==> src/rtl/ssd_pkg.sv <==
`default_nettype none
// ============================================================================
// Module      : ssd_pkg
// Description : Shared types and constants for the seven-segment display
//               blocks: glyph code points, segment widths and the blank
//               segment pattern (all cathodes off, active-low).
// Revision    : 1.0 - initial release
// ============================================================================
package ssd_pkg;

    localparam int GLYPH_W = 5;
    localparam int SEG_W   = 7;

    // Non-hex glyph code points; 0x00-0x0F are the hex digits themselves.
    localparam logic [GLYPH_W-1:0] GLYPH_DASH  = 5'h10;
    localparam logic [GLYPH_W-1:0] GLYPH_I     = 5'h11;
    localparam logic [GLYPH_W-1:0] GLYPH_U     = 5'h12;
    localparam logic [GLYPH_W-1:0] GLYPH_L     = 5'h13;
    localparam logic [GLYPH_W-1:0] GLYPH_BLANK = 5'h14;

    // Active-low cathode pattern, bit6 = a ... bit0 = g.
    localparam logic [SEG_W-1:0] SEG_BLANK = 7'b1111111;

    typedef logic [GLYPH_W-1:0] glyph_t;
    typedef logic [SEG_W-1:0]   seg_t;

endpackage : ssd_pkg
`default_nettype wire

==> src/rtl/ssd_glyph_encoder.sv <==
`default_nettype none
// ============================================================================
// Module      : ssd_glyph_encoder
// Description : Purely combinational glyph-code to segment-pattern decoder.
//               Shared by every display block that drives SSD cathodes.
// Ports       : glyph    in  5  glyph code (0x00-0x0F hex, 0x10-0x13 symbols)
//               segments out 7  active-low cathodes, bit6 = a ... bit0 = g
// Revision    : 1.0 - initial release
// ============================================================================
module ssd_glyph_encoder
    import ssd_pkg::*;
(
    input  logic [GLYPH_W-1:0] glyph,
    output logic [SEG_W-1:0]   segments
);

    always_comb begin
        segments = SEG_BLANK;
        case (glyph)
            5'h00:       segments = 7'b0000001;
            5'h01:       segments = 7'b1001111;
            5'h02:       segments = 7'b0010010;
            5'h03:       segments = 7'b0000110;
            5'h04:       segments = 7'b1001100;
            5'h05:       segments = 7'b0100100;
            5'h06:       segments = 7'b0100000;
            5'h07:       segments = 7'b0001111;
            5'h08:       segments = 7'b0000000;
            5'h09:       segments = 7'b0000100;
            5'h0A:       segments = 7'b0001000;
            5'h0B:       segments = 7'b1100000;
            5'h0C:       segments = 7'b0110001;
            5'h0D:       segments = 7'b1000010;
            5'h0E:       segments = 7'b0110000;
            5'h0F:       segments = 7'b0111000;
            GLYPH_DASH:  segments = 7'b1111110;
            GLYPH_I:     segments = 7'b1111001;
            GLYPH_U:     segments = 7'b1000001;
            GLYPH_L:     segments = 7'b1110001;
            // GLYPH_BLANK and every unassigned code point stay dark.
            default:     segments = SEG_BLANK;
        endcase
    end

endmodule : ssd_glyph_encoder
`default_nettype wire

==> src/rtl/ssd_scan_controller.sv <==
`default_nettype none
// ============================================================================
// Module      : ssd_scan_controller
// Description : Time-multiplexed seven-segment display driver with a
//               writable per-digit glyph buffer. Scans NUM_DIGITS
//               common-anode digits, each slot lasting 2^REFRESH_BITS clocks.
//               The first output cycle of every slot keeps all anodes off so
//               the previous digit's cathodes never ghost onto the new one.
// Ports       : clock          in   1           system clock
//               reset          in   1           async active-high reset
//               wr_en          in   1           glyph write strobe
//               wr_addr        in   ADDR_W      digit to write (0 = rightmost)
//               wr_glyph       in   5           glyph code to store
//               clear          in   1           blank the whole buffer
//               enable         in   1           0 = anodes off, scan continues
//               blink_mask     in   NUM_DIGITS  (SSD_BLINK_EN only)
//               anode_activate out  NUM_DIGITS  active-low digit enables
//               led_out        out  7           active-low cathodes a..g
//               scan_idx       out  ADDR_W      digit currently selected
//               frame_tick     out  1           pulse on scan wrap to 0
// Options     : define SSD_BLINK_EN to add blink_mask and BLINK_FRAMES; masked
//               digits then go dark for alternate runs of BLINK_FRAMES frames.
// Revision    : 1.0 - initial release
// ============================================================================
module ssd_scan_controller
    import ssd_pkg::*;
#(
    parameter int NUM_DIGITS   = 8,
    parameter int REFRESH_BITS = 17,
    parameter int ADDR_W       = 3
`ifdef SSD_BLINK_EN
    ,
    parameter int BLINK_FRAMES = 32
`endif
) (
    input  logic                  clock,
    input  logic                  reset,
    input  logic                  wr_en,
    input  logic [ADDR_W-1:0]     wr_addr,
    input  logic [GLYPH_W-1:0]    wr_glyph,
    input  logic                  clear,
    input  logic                  enable,
`ifdef SSD_BLINK_EN
    input  logic [NUM_DIGITS-1:0] blink_mask,
`endif
    output logic [NUM_DIGITS-1:0] anode_activate,
    output logic [SEG_W-1:0]      led_out,
    output logic [ADDR_W-1:0]     scan_idx,
    output logic                  frame_tick
);

    localparam logic [ADDR_W-1:0]       c_last_idx    = ADDR_W'(NUM_DIGITS - 1);
    localparam logic [REFRESH_BITS-1:0] c_prescale_tc = '1;
    localparam logic [NUM_DIGITS-1:0]   c_anodes_off  = '1;

    // ------------------------------------------------------------------------
    // State
    // ------------------------------------------------------------------------
    logic [REFRESH_BITS-1:0] r_prescaler;
    logic [ADDR_W-1:0]       r_scan_idx;
    logic                    r_scan_moved;   // scan_idx changed on the last edge
    logic                    r_frame_tick;
    logic [GLYPH_W-1:0]      r_buffer [NUM_DIGITS];
    logic [NUM_DIGITS-1:0]   r_anode;
    logic [SEG_W-1:0]        r_led;

    logic                    w_slot_end;
    logic                    w_frame_wrap;
    logic [GLYPH_W-1:0]      w_cur_glyph;
    logic [SEG_W-1:0]        w_cur_seg;
    logic [NUM_DIGITS-1:0]   w_digit_sel;
    logic [NUM_DIGITS-1:0]   w_blink_off;

    assign w_slot_end   = (r_prescaler == c_prescale_tc);
    assign w_frame_wrap = w_slot_end && (r_scan_idx == c_last_idx);

    // ------------------------------------------------------------------------
    // Prescaler and digit scan. scan_idx moves on the same edge that the
    // prescaler rolls over, so every slot is exactly 2^REFRESH_BITS clocks.
    // ------------------------------------------------------------------------
    always_ff @(posedge clock or posedge reset) begin
        if (reset) begin
            r_prescaler  <= '0;
            r_scan_idx   <= '0;
            r_scan_moved <= 1'b0;
            r_frame_tick <= 1'b0;
        end else begin
            r_prescaler  <= r_prescaler + REFRESH_BITS'(1);
            r_scan_moved <= w_slot_end;
            r_frame_tick <= w_frame_wrap;
            if (w_slot_end) begin
                if (r_scan_idx == c_last_idx) begin
                    r_scan_idx <= '0;
                end else begin
                    r_scan_idx <= r_scan_idx + ADDR_W'(1);
                end
            end
        end
    end

    // ------------------------------------------------------------------------
    // Glyph buffer. Addresses at or beyond NUM_DIGITS match no entry and are
    // silently dropped; clear takes priority over a coincident write.
    // ------------------------------------------------------------------------
    always_ff @(posedge clock or posedge reset) begin
        if (reset) begin
            for (int i = 0; i < NUM_DIGITS; i++) begin
                r_buffer[i] <= GLYPH_BLANK;
            end
        end else if (clear) begin
            for (int i = 0; i < NUM_DIGITS; i++) begin
                r_buffer[i] <= GLYPH_BLANK;
            end
        end else if (wr_en) begin
            for (int i = 0; i < NUM_DIGITS; i++) begin
                if (wr_addr == ADDR_W'(i)) begin
                    r_buffer[i] <= wr_glyph;
                end
            end
        end
    end

    // ------------------------------------------------------------------------
    // Current-digit selection. A compare-per-digit mux keeps the index width
    // independent of NUM_DIGITS (which need not be a power of two).
    // ------------------------------------------------------------------------
    always_comb begin
        w_cur_glyph = GLYPH_BLANK;
        w_digit_sel = '0;
        for (int i = 0; i < NUM_DIGITS; i++) begin
            if (r_scan_idx == ADDR_W'(i)) begin
                w_cur_glyph    = r_buffer[i];
                w_digit_sel[i] = 1'b1;
            end
        end
    end

    ssd_glyph_encoder u_glyph_encoder (
        .glyph    (w_cur_glyph),
        .segments (w_cur_seg)
    );

    // ------------------------------------------------------------------------
    // Blink phase: toggles every BLINK_FRAMES completed frames, starting
    // visible. Counted on the wrap condition so the phase changes in step
    // with frame_tick.
    // ------------------------------------------------------------------------
`ifdef SSD_BLINK_EN
    localparam int c_frame_cnt_w = (BLINK_FRAMES > 1) ? $clog2(BLINK_FRAMES) : 1;

    logic [c_frame_cnt_w-1:0] r_frame_cnt;
    logic                     r_blink_phase;

    always_ff @(posedge clock or posedge reset) begin
        if (reset) begin
            r_frame_cnt   <= '0;
            r_blink_phase <= 1'b0;
        end else if (w_frame_wrap) begin
            if (r_frame_cnt == c_frame_cnt_w'(BLINK_FRAMES - 1)) begin
                r_frame_cnt   <= '0;
                r_blink_phase <= ~r_blink_phase;
            end else begin
                r_frame_cnt   <= r_frame_cnt + c_frame_cnt_w'(1);
            end
        end
    end

    assign w_blink_off = r_blink_phase ? blink_mask : '0;
`else
    assign w_blink_off = '0;
`endif

    // ------------------------------------------------------------------------
    // Output register. Cathodes follow the new digit immediately, but the
    // anode stays off for the first cycle after a scan step.
    // ------------------------------------------------------------------------
    always_ff @(posedge clock or posedge reset) begin
        if (reset) begin
            r_anode <= c_anodes_off;
            r_led   <= SEG_BLANK;
        end else if (!enable) begin
            r_anode <= c_anodes_off;
            r_led   <= SEG_BLANK;
        end else begin
            r_led <= w_cur_seg;
            if (r_scan_moved) begin
                r_anode <= c_anodes_off;
            end else begin
                r_anode <= ~(w_digit_sel & ~w_blink_off);
            end
        end
    end

    assign anode_activate = r_anode;
    assign led_out        = r_led;
    assign scan_idx       = r_scan_idx;
    assign frame_tick     = r_frame_tick;

endmodule : ssd_scan_controller
`default_nettype wire
==> config.mk <==
export PLATFORM = sky130hd
export DESIGN_NAME = ssd_scan_controller
export DESIGN_NICKNAME = d
export VERILOG_FILES = /design/src/rtl/ssd_pkg.sv /design/src/rtl/ssd_glyph_encoder.sv /design/src/rtl/ssd_scan_controller.sv
export SDC_FILE = /design/constraint.sdc
export NUM_CORES = 1
export LEC_CHECK = 0
export CAP_MARGIN = 20
export CORE_MARGIN = 2
export CORE_UTILIZATION = 40
export CTS_CLUSTER_DIAMETER = 50
export DETAILED_ROUTE_END_ITERATION = 10
export SYNTH_ARGS = -nofsm -noshare
export SYNTH_HDL_FRONTEND = slang
export SYNTH_SLANG_ARGS = --single-unit
==> constraint.sdc <==
create_clock -name clock -period 3.15 [get_ports clock]
set_input_delay 0.63 -clock clock [delete_from_list [all_inputs] [get_ports clock]]
set_output_delay 0.63 -clock clock [all_outputs]
set_load 0.005 [all_outputs]
==> flow_metrics.env, run 1 <==
export IMPL_final_common_cell="dfrtp_1"
export IMPL_drt_iter0_markers=160
export IMPL_synth_cell_types=58
export IMPL_fin_crit_ns=2.88
export IMPL_setup_slack_ns=0.273
export IMPL_placed_cells=539
export IMPL_status="finished, final reports clean"
export IMPL_via_per_inst=5.16
export IMPL_wl_per_cell_um=15.8
export IMPL_async_flop_share_pct=100
export IMPL_rsz0062_at_grt="no"
export IMPL_syn_to_final_growth_pct=16.7
export IMPL_gp_congestion=0.933
export IMPL_dieWidth_um=104
export IMPL_crit_type="reg2reg"
export IMPL_drtAntennaViolNets=0
export IMPL_timing_final_hold_violations=0
export IMPL_layout_common_cells="dfrtp_1 (46), nor2_1 (40), mux2i_1 (39), nand2_1 (39)"
export IMPL_arrival_ns=3.15
export IMPL_layout_drive_gt1_share_pct=16.9
export IMPL_numCtsBuffers=9
export IMPL_initial_utilization_pct=41.0
export IMPL_cts_resized=0
export IMPL_grt_pass1_vias=2882
export IMPL_clock_path_buffers=2
export IMPL_grtUsageTotal_pct=17.3
export IMPL_yosysWarnings=0
export IMPL_post_cts_setup_buffers=0
export IMPL_hp_class="reg2reg"
export IMPL_worst_pin_slew_ns=0.712
export IMPL_start_kind="register"
export IMPL_vias=2859
export IMPL_final_max_slew_violation_count=0
export IMPL_synth_edf_count=0
export IMPL_ys_seq_elements=77
export IMPL_num_rows=36
export IMPL_synth_cells=385
export IMPL_htree_levels=3
export IMPL_finalSetupViolCount=0
export IMPL_cts_hold_buf=0
export IMPL_timing_fmax_mhz=348
export IMPL_powerDensity_mw_per_mm2=417
export IMPL_path_max_fanout=14
export IMPL_seq_area_frac_synth_pct=49.2
export IMPL_grt_max_degree=28
export IMPL_fin_crit_sh_pct=91.3
export IMPL_fin_tns_setup_ns=0
export IMPL_grt_overflow_total=0
export IMPL_diodes=0
export IMPL_required_ns=3.43
export IMPL_worstSetupEndpointType="register"
export IMPL_die_h_um=104
export IMPL_finalNonFillerCells=554
export IMPL_pre_cts_ws_ns=0.303
export IMPL_ioPinCount=32
export IMPL_placed_area_mm2=0.00445
export IMPL_clockRootBuffer="clkbuf_8"
export IMPL_final_area_mm2=0.00466
export IMPL_syn_nets=413
export IMPL_io_buffers=31
export IMPL_clock_latency_ns=0.34
export IMPL_grt_pass1_wl_mm=15.0
export IMPL_core_area_mm2=0.00973
export IMPL_vdd_drop_max_mv=0.217
export IMPL_dr_pass1_iters=4
export IMPL_cts_tree="yes"
export IMPL_dp_hpwl_mm=6.34
export IMPL_dieArea_mm2=0.0108
export IMPL_clock_skew_ns=0.0108
export IMPL_leakagePower_nw=1.99
export IMPL_antenna_found_initial=0
export IMPL_maxCapViolations=0
export IMPL_synth_flop_cell="dfrtp_1"
export IMPL_nets=445
export IMPL_synth_cell_area_mm2=0.00399
export IMPL_finalWirelength_mm=8.76
export IMPL_path_clk_slew_ns=0.09
export IMPL_syn_avg_cell_area_um2=10.4
export IMPL_drcViolationCount=0
export IMPL_cts_sink_count=77
export IMPL_maxSlewHeadroom_pct=52.3
-- critical path: stages (launching register included) --
cell and delay, ns:
dfrtp_1 0.43, ha_1 0.21, ha_1 0.58, nor3b_1 0.12, a21oi_1 0.22, o21a_1 0.30
inv_1 0.12, ha_1 0.26, mux2_4 0.28, a221oi_2 0.22, a21oi_1 0.07
-- synth_stat cells, drive strengths merged (4+ instances only) --
master,n,area [um^2]
nor2,40,150
dfrtp,46,1150
nand2b,4,25.0
nor3b,5,37.5
buf,10,67.6
o21a,6,52.6
o21ai,9,45.0
ha,15,188
and3,5,31.3
a21oi,18,93.8
clkbuf,12,45.0
nor3,6,35.0
nand3,16,80.1
o211ai,5,37.5
xor2,5,43.8
inv,19,71.3
mux2i,39,390
nand3b,5,37.5
dfstp,31,815
xnor2,9,78.8
nand2,40,158
-- final timing paths --
path                                          startpoint                  endpoint  slack [ns]  cells past startpoint
worst max-delay path             scan_idx[1]$_DFFE_PP0P_      led_out[0]$_DFF_PP1_        0.27                     10
worst min-delay path            r_prescaler[0]$_DFF_PP0_  r_prescaler[0]$_DFF_PP0_        0.46                      1
worst max register to register   scan_idx[1]$_DFFE_PP0P_      led_out[0]$_DFF_PP1_        0.27                     10
worst min register to register  r_prescaler[0]$_DFF_PP0_  r_prescaler[0]$_DFF_PP0_        0.46                      1
max in group asynchronous                          reset   r_buffer[7]$_DFFE_PP1P_        1.71                      3
min in group asynchronous                          reset   r_buffer[8]$_DFFE_PP0P_        0.64                      2
-- cell families (layout without fill, tap and decap cells) --
kind of cell	after synthesis	in the layout	synth area share, %
buffers and inverters	41	77	4.60
adder cells (fa/ha/maj)	15	15	4.70
multiplexers	40	40	10.2
XOR/XNOR	14	14	3.07
flip-flops	77	77	49.2
AO/OA/AOI/OAI	64	64	12.0
AND/OR/NAND/NOR	134	134	16.2
-- final cells by class --
type	instances	area (um^2)
Clock buffer	9	124
Clock inverter	6	88.8
Fill cell	929	5070
Inverter	19	71.3
Multi-Input combinational cell	267	1840
Sequential cell	77	1970
Tap cell	133	166
Timing Repair Buffer	43	400
-- where the power goes --
part	switching, mW	leakage, nW	internal (mW)
registers	0.00737	0.952	1.01
clock network	0.370	0.101	0.442
logic	0.0731	0.933	0.0455
total	0.451	1.99	1.49
-- per-stage QoR --
stage / util [%] / power, mW / hold WS [ns]
2_1_floorplan: - / 1.11 / 0.423
6_report: 47.9 / 1.95 / 0.461
3_3_place_gp: 45.7 / 1.15 / 0.438
3_5_place_dp: 45.7 / 1.15 / 0.445
5_1_grt: 47.9 / 2.02 / 0.482
4_1_cts: 47.9 / 1.97 / 0.457
-- sequential cells by signal, indices dropped and copies added, names as in the netlist --
signal          cells
r_buffer           40
r_prescaler        17
anode_activate      8
led_out             7
scan_idx            3
frame_tick          1
r_scan_moved        1
-- routing by layer --
layer	track usage [%]	share of wire, %
met1	24.3	48
met2	27.2	46
met3	3.07	4.7
met4	5.79	1.1
met5	0	0
No activity file was read; power rests on OpenSTA's default activity.
==> run 2, diff against run 1 <==
--- a/config.mk
+++ b/config.mk
@@ -5,11 +5,11 @@
 export SDC_FILE = /design/constraint.sdc
 export NUM_CORES = 1
 export LEC_CHECK = 0
-export CAP_MARGIN = 20
 export CORE_MARGIN = 2
 export CORE_UTILIZATION = 40
 export CTS_CLUSTER_DIAMETER = 50
 export DETAILED_ROUTE_END_ITERATION = 10
+export MAX_ROUTING_LAYER = met4
 export SYNTH_ARGS = -nofsm -noshare
 export SYNTH_HDL_FRONTEND = slang
 export SYNTH_SLANG_ARGS = --single-unit
==> constraint.sdc (replaced) <==
create_clock -name clock -period 2.6 [get_ports clock]
set_input_delay 0.52 -clock clock [delete_from_list [all_inputs] [get_ports clock]]
set_output_delay 0.52 -clock clock [all_outputs]
set_load 0.005 [all_outputs]
==> flow_metrics.env, run 2 (same netlist as run 1, synthesis figures left out) <==
export IMPL_fin_crit_sh_pct=96.3
export IMPL_worst_pin_slew_ns=0.509
export IMPL_maxCapViolations=0
export IMPL_powerDensity_mw_per_mm2=472
export IMPL_initial_utilization_pct=41.0
export IMPL_p_seq_share_pct=51.4
export IMPL_final_area_mm2=0.00507
export IMPL_grt_overflow_total=0
export IMPL_internal_power_mw=1.84
export IMPL_path_max_fanout=8
export IMPL_dieWidth_um=104
export IMPL_clockRootBuffer="clkbuf_8"
export IMPL_final_common_cell="dfrtp_1"
export IMPL_fin_crit_ns=2.50
export IMPL_maxSlewHeadroom_pct=66.0
export IMPL_placed_area_mm2=0.00462
export IMPL_start_kind="register"
export IMPL_placed_cells=558
export IMPL_cts_tree="yes"
export IMPL_grt_max_degree=78
export IMPL_grtUsageTotal_pct=19.0
export IMPL_arrival_ns=2.79
export IMPL_clock_skew_ns=0.00780
export IMPL_dieArea_mm2=0.0108
export IMPL_nets=480
export IMPL_reg2reg_slack_ns=0.1
export IMPL_drt_iter0_markers=201
export IMPL_pre_cts_ws_ns=0.0397
export IMPL_ioPinCount=32
export IMPL_numCtsBuffers=9
export IMPL_cpMaxStageDelayCell="dfrtp_1"
export IMPL_cts_sink_count=77
export IMPL_required_ns=2.88
export IMPL_combPwrFrac_pct=6.5
export IMPL_worstSetupEndpointType="register"
export IMPL_layout_drive_gt1_share_pct=27.2
export IMPL_clock_path_buffers=2
export IMPL_io_buffers=31
export IMPL_p_sw_mw=0.549
export IMPL_vdd_drop_max_mv=0.287
export IMPL_timing_final_hold_violations=0
export IMPL_finalWirelength_mm=9.60
export IMPL_clock_latency_ns=0.36
export IMPL_leakagePower_nw=2.19
export IMPL_finalSetupViolCount=0
export IMPL_holdWs_ns=0.454
export IMPL_layout_common_cells="dfrtp_1 (45), buf_4 (43), mux2i_1 (39), nor2_1 (39), nand2_1 (39)"
export IMPL_crit_type="reg2reg"
export IMPL_vias=3013
export IMPL_largest_reg_flops=40
export IMPL_htree_levels=3
export IMPL_hp_class="reg2reg"
export IMPL_num_rows=36
export IMPL_rsz0062_at_grt="yes"
export IMPL_fin_tns_setup_ns=0
export IMPL_cts_hold_buf=0
export IMPL_top_register="r_buffer"
export IMPL_gp_congestion=0.935
export IMPL_dr_pass1_iters=4
export IMPL_critPathMaxStageDelay_ns=0.43
export IMPL_grt_pass1_wl_mm=15.5
export IMPL_path_clk_slew_ns=0.08
export IMPL_finalNonFillerCells=589
export IMPL_syn_to_final_growth_pct=26.8
export IMPL_grt_pass1_vias=3009
export IMPL_total_power_mw=2.39
export IMPL_dp_hpwl_mm=6.62
export IMPL_wl_per_cell_um=16.3
export IMPL_core_area_mm2=0.00973
export IMPL_path_cells="inv_2 -> buf_6 -> ha_4 -> and3b_1 -> o211ai_1 -> a32oi_1 -> o21ai_2 -> inv_2 -> ha_4 -> mux2_4 -> a221oi_2 -> a21oi_1"
export IMPL_antenna_found_initial=0
export IMPL_clockPowerShare_pct=42.1
export IMPL_final_max_slew_violation_count=0
export IMPL_drtAntennaViolNets=0
export IMPL_die_h_um=104
export IMPL_via_per_inst=5.12
export IMPL_worstRegToRegCells=12
export IMPL_drcViolationCount=0
export IMPL_diodes=0
export IMPL_hold_depth=1
export IMPL_timing_fmax_mhz=399
export IMPL_p_sw_share_pct=23.0
export IMPL_final_util_pct=52.1
export IMPL_status="finished, final reports clean"
export IMPL_setup_slack_ns=0.0966
[run 2: cell count changes in the layout (fill, tap and decap cells not counted), sizes merged]
| cell | delta |
|---|---|
| buf | +35 |
| clkinvlp | -2 |
| clkbuf | +1 |
| clkinv | +1 |
[run 2: layout make-up]
| type | count | area [um^2] |
|---|---|---|
| Clock inverter | 5 | 75.1 |
| Fill cell | 895 | 4660 |
| Tap cell | 133 | 166 |
| Inverter | 19 | 71.3 |
| Multi-Input combinational cell | 267 | 1950 |
| Timing Repair Buffer | 78 | 696 |
| Clock buffer | 10 | 138 |
| Sequential cell | 77 | 1970 |
[run 2: metal layers]
layer	track usage, %	wire length, um
met1	24.1	4450
met4	6.95	197
met3	4.01	394
met5	-	0
met2	30.0	4550
[run 2: timing repair]
item | in CTS | in global routing
gates resized for setup | 0 | 25
setup buffers | 0 | 16
setup endpoints to repair | 0 | 7
[run 2: final timing paths]
kind / from / to
max: scan_idx[0]$_DFFE_PP0P_ / led_out[0]$_DFF_PP1_
min reg2reg: r_prescaler[0]$_DFF_PP0_ / r_prescaler[0]$_DFF_PP0_
min in group asynchronous: reset / r_buffer[28]$_DFFE_PP0P_
max reg2reg: scan_idx[0]$_DFFE_PP0P_ / led_out[0]$_DFF_PP1_
max in group asynchronous: reset / anode_activate[7]$_DFF_PP1_
min: r_prescaler[0]$_DFF_PP0_ / r_prescaler[0]$_DFF_PP0_
[run 2: power groups by stage]
stage / clock [mW] / combinational [mW] / sequential [mW]
6_report: 1.01 / 0.155 / 1.23
5_1_grt: 1.08 / 0.172 / 1.23
4_1_cts: 1.02 / 0.153 / 1.23
3_5_place_dp: 0 / 0.152 / 1.25
3_3_place_gp: 0 / 0.150 / 1.25
2_1_floorplan: 0 / 0.0927 / 1.25
[run 2: critical path, delay by kind of cell, from the launching register on]
kind	cells	cell delay (ns)
adders and majority gates	2	0.37
AOI/OAI and AO/OA	5	0.87
DFF	1	0.43
muxes	1	0.26
buffers and inverters	3	0.34
and+or+nand+nor	1	0.17
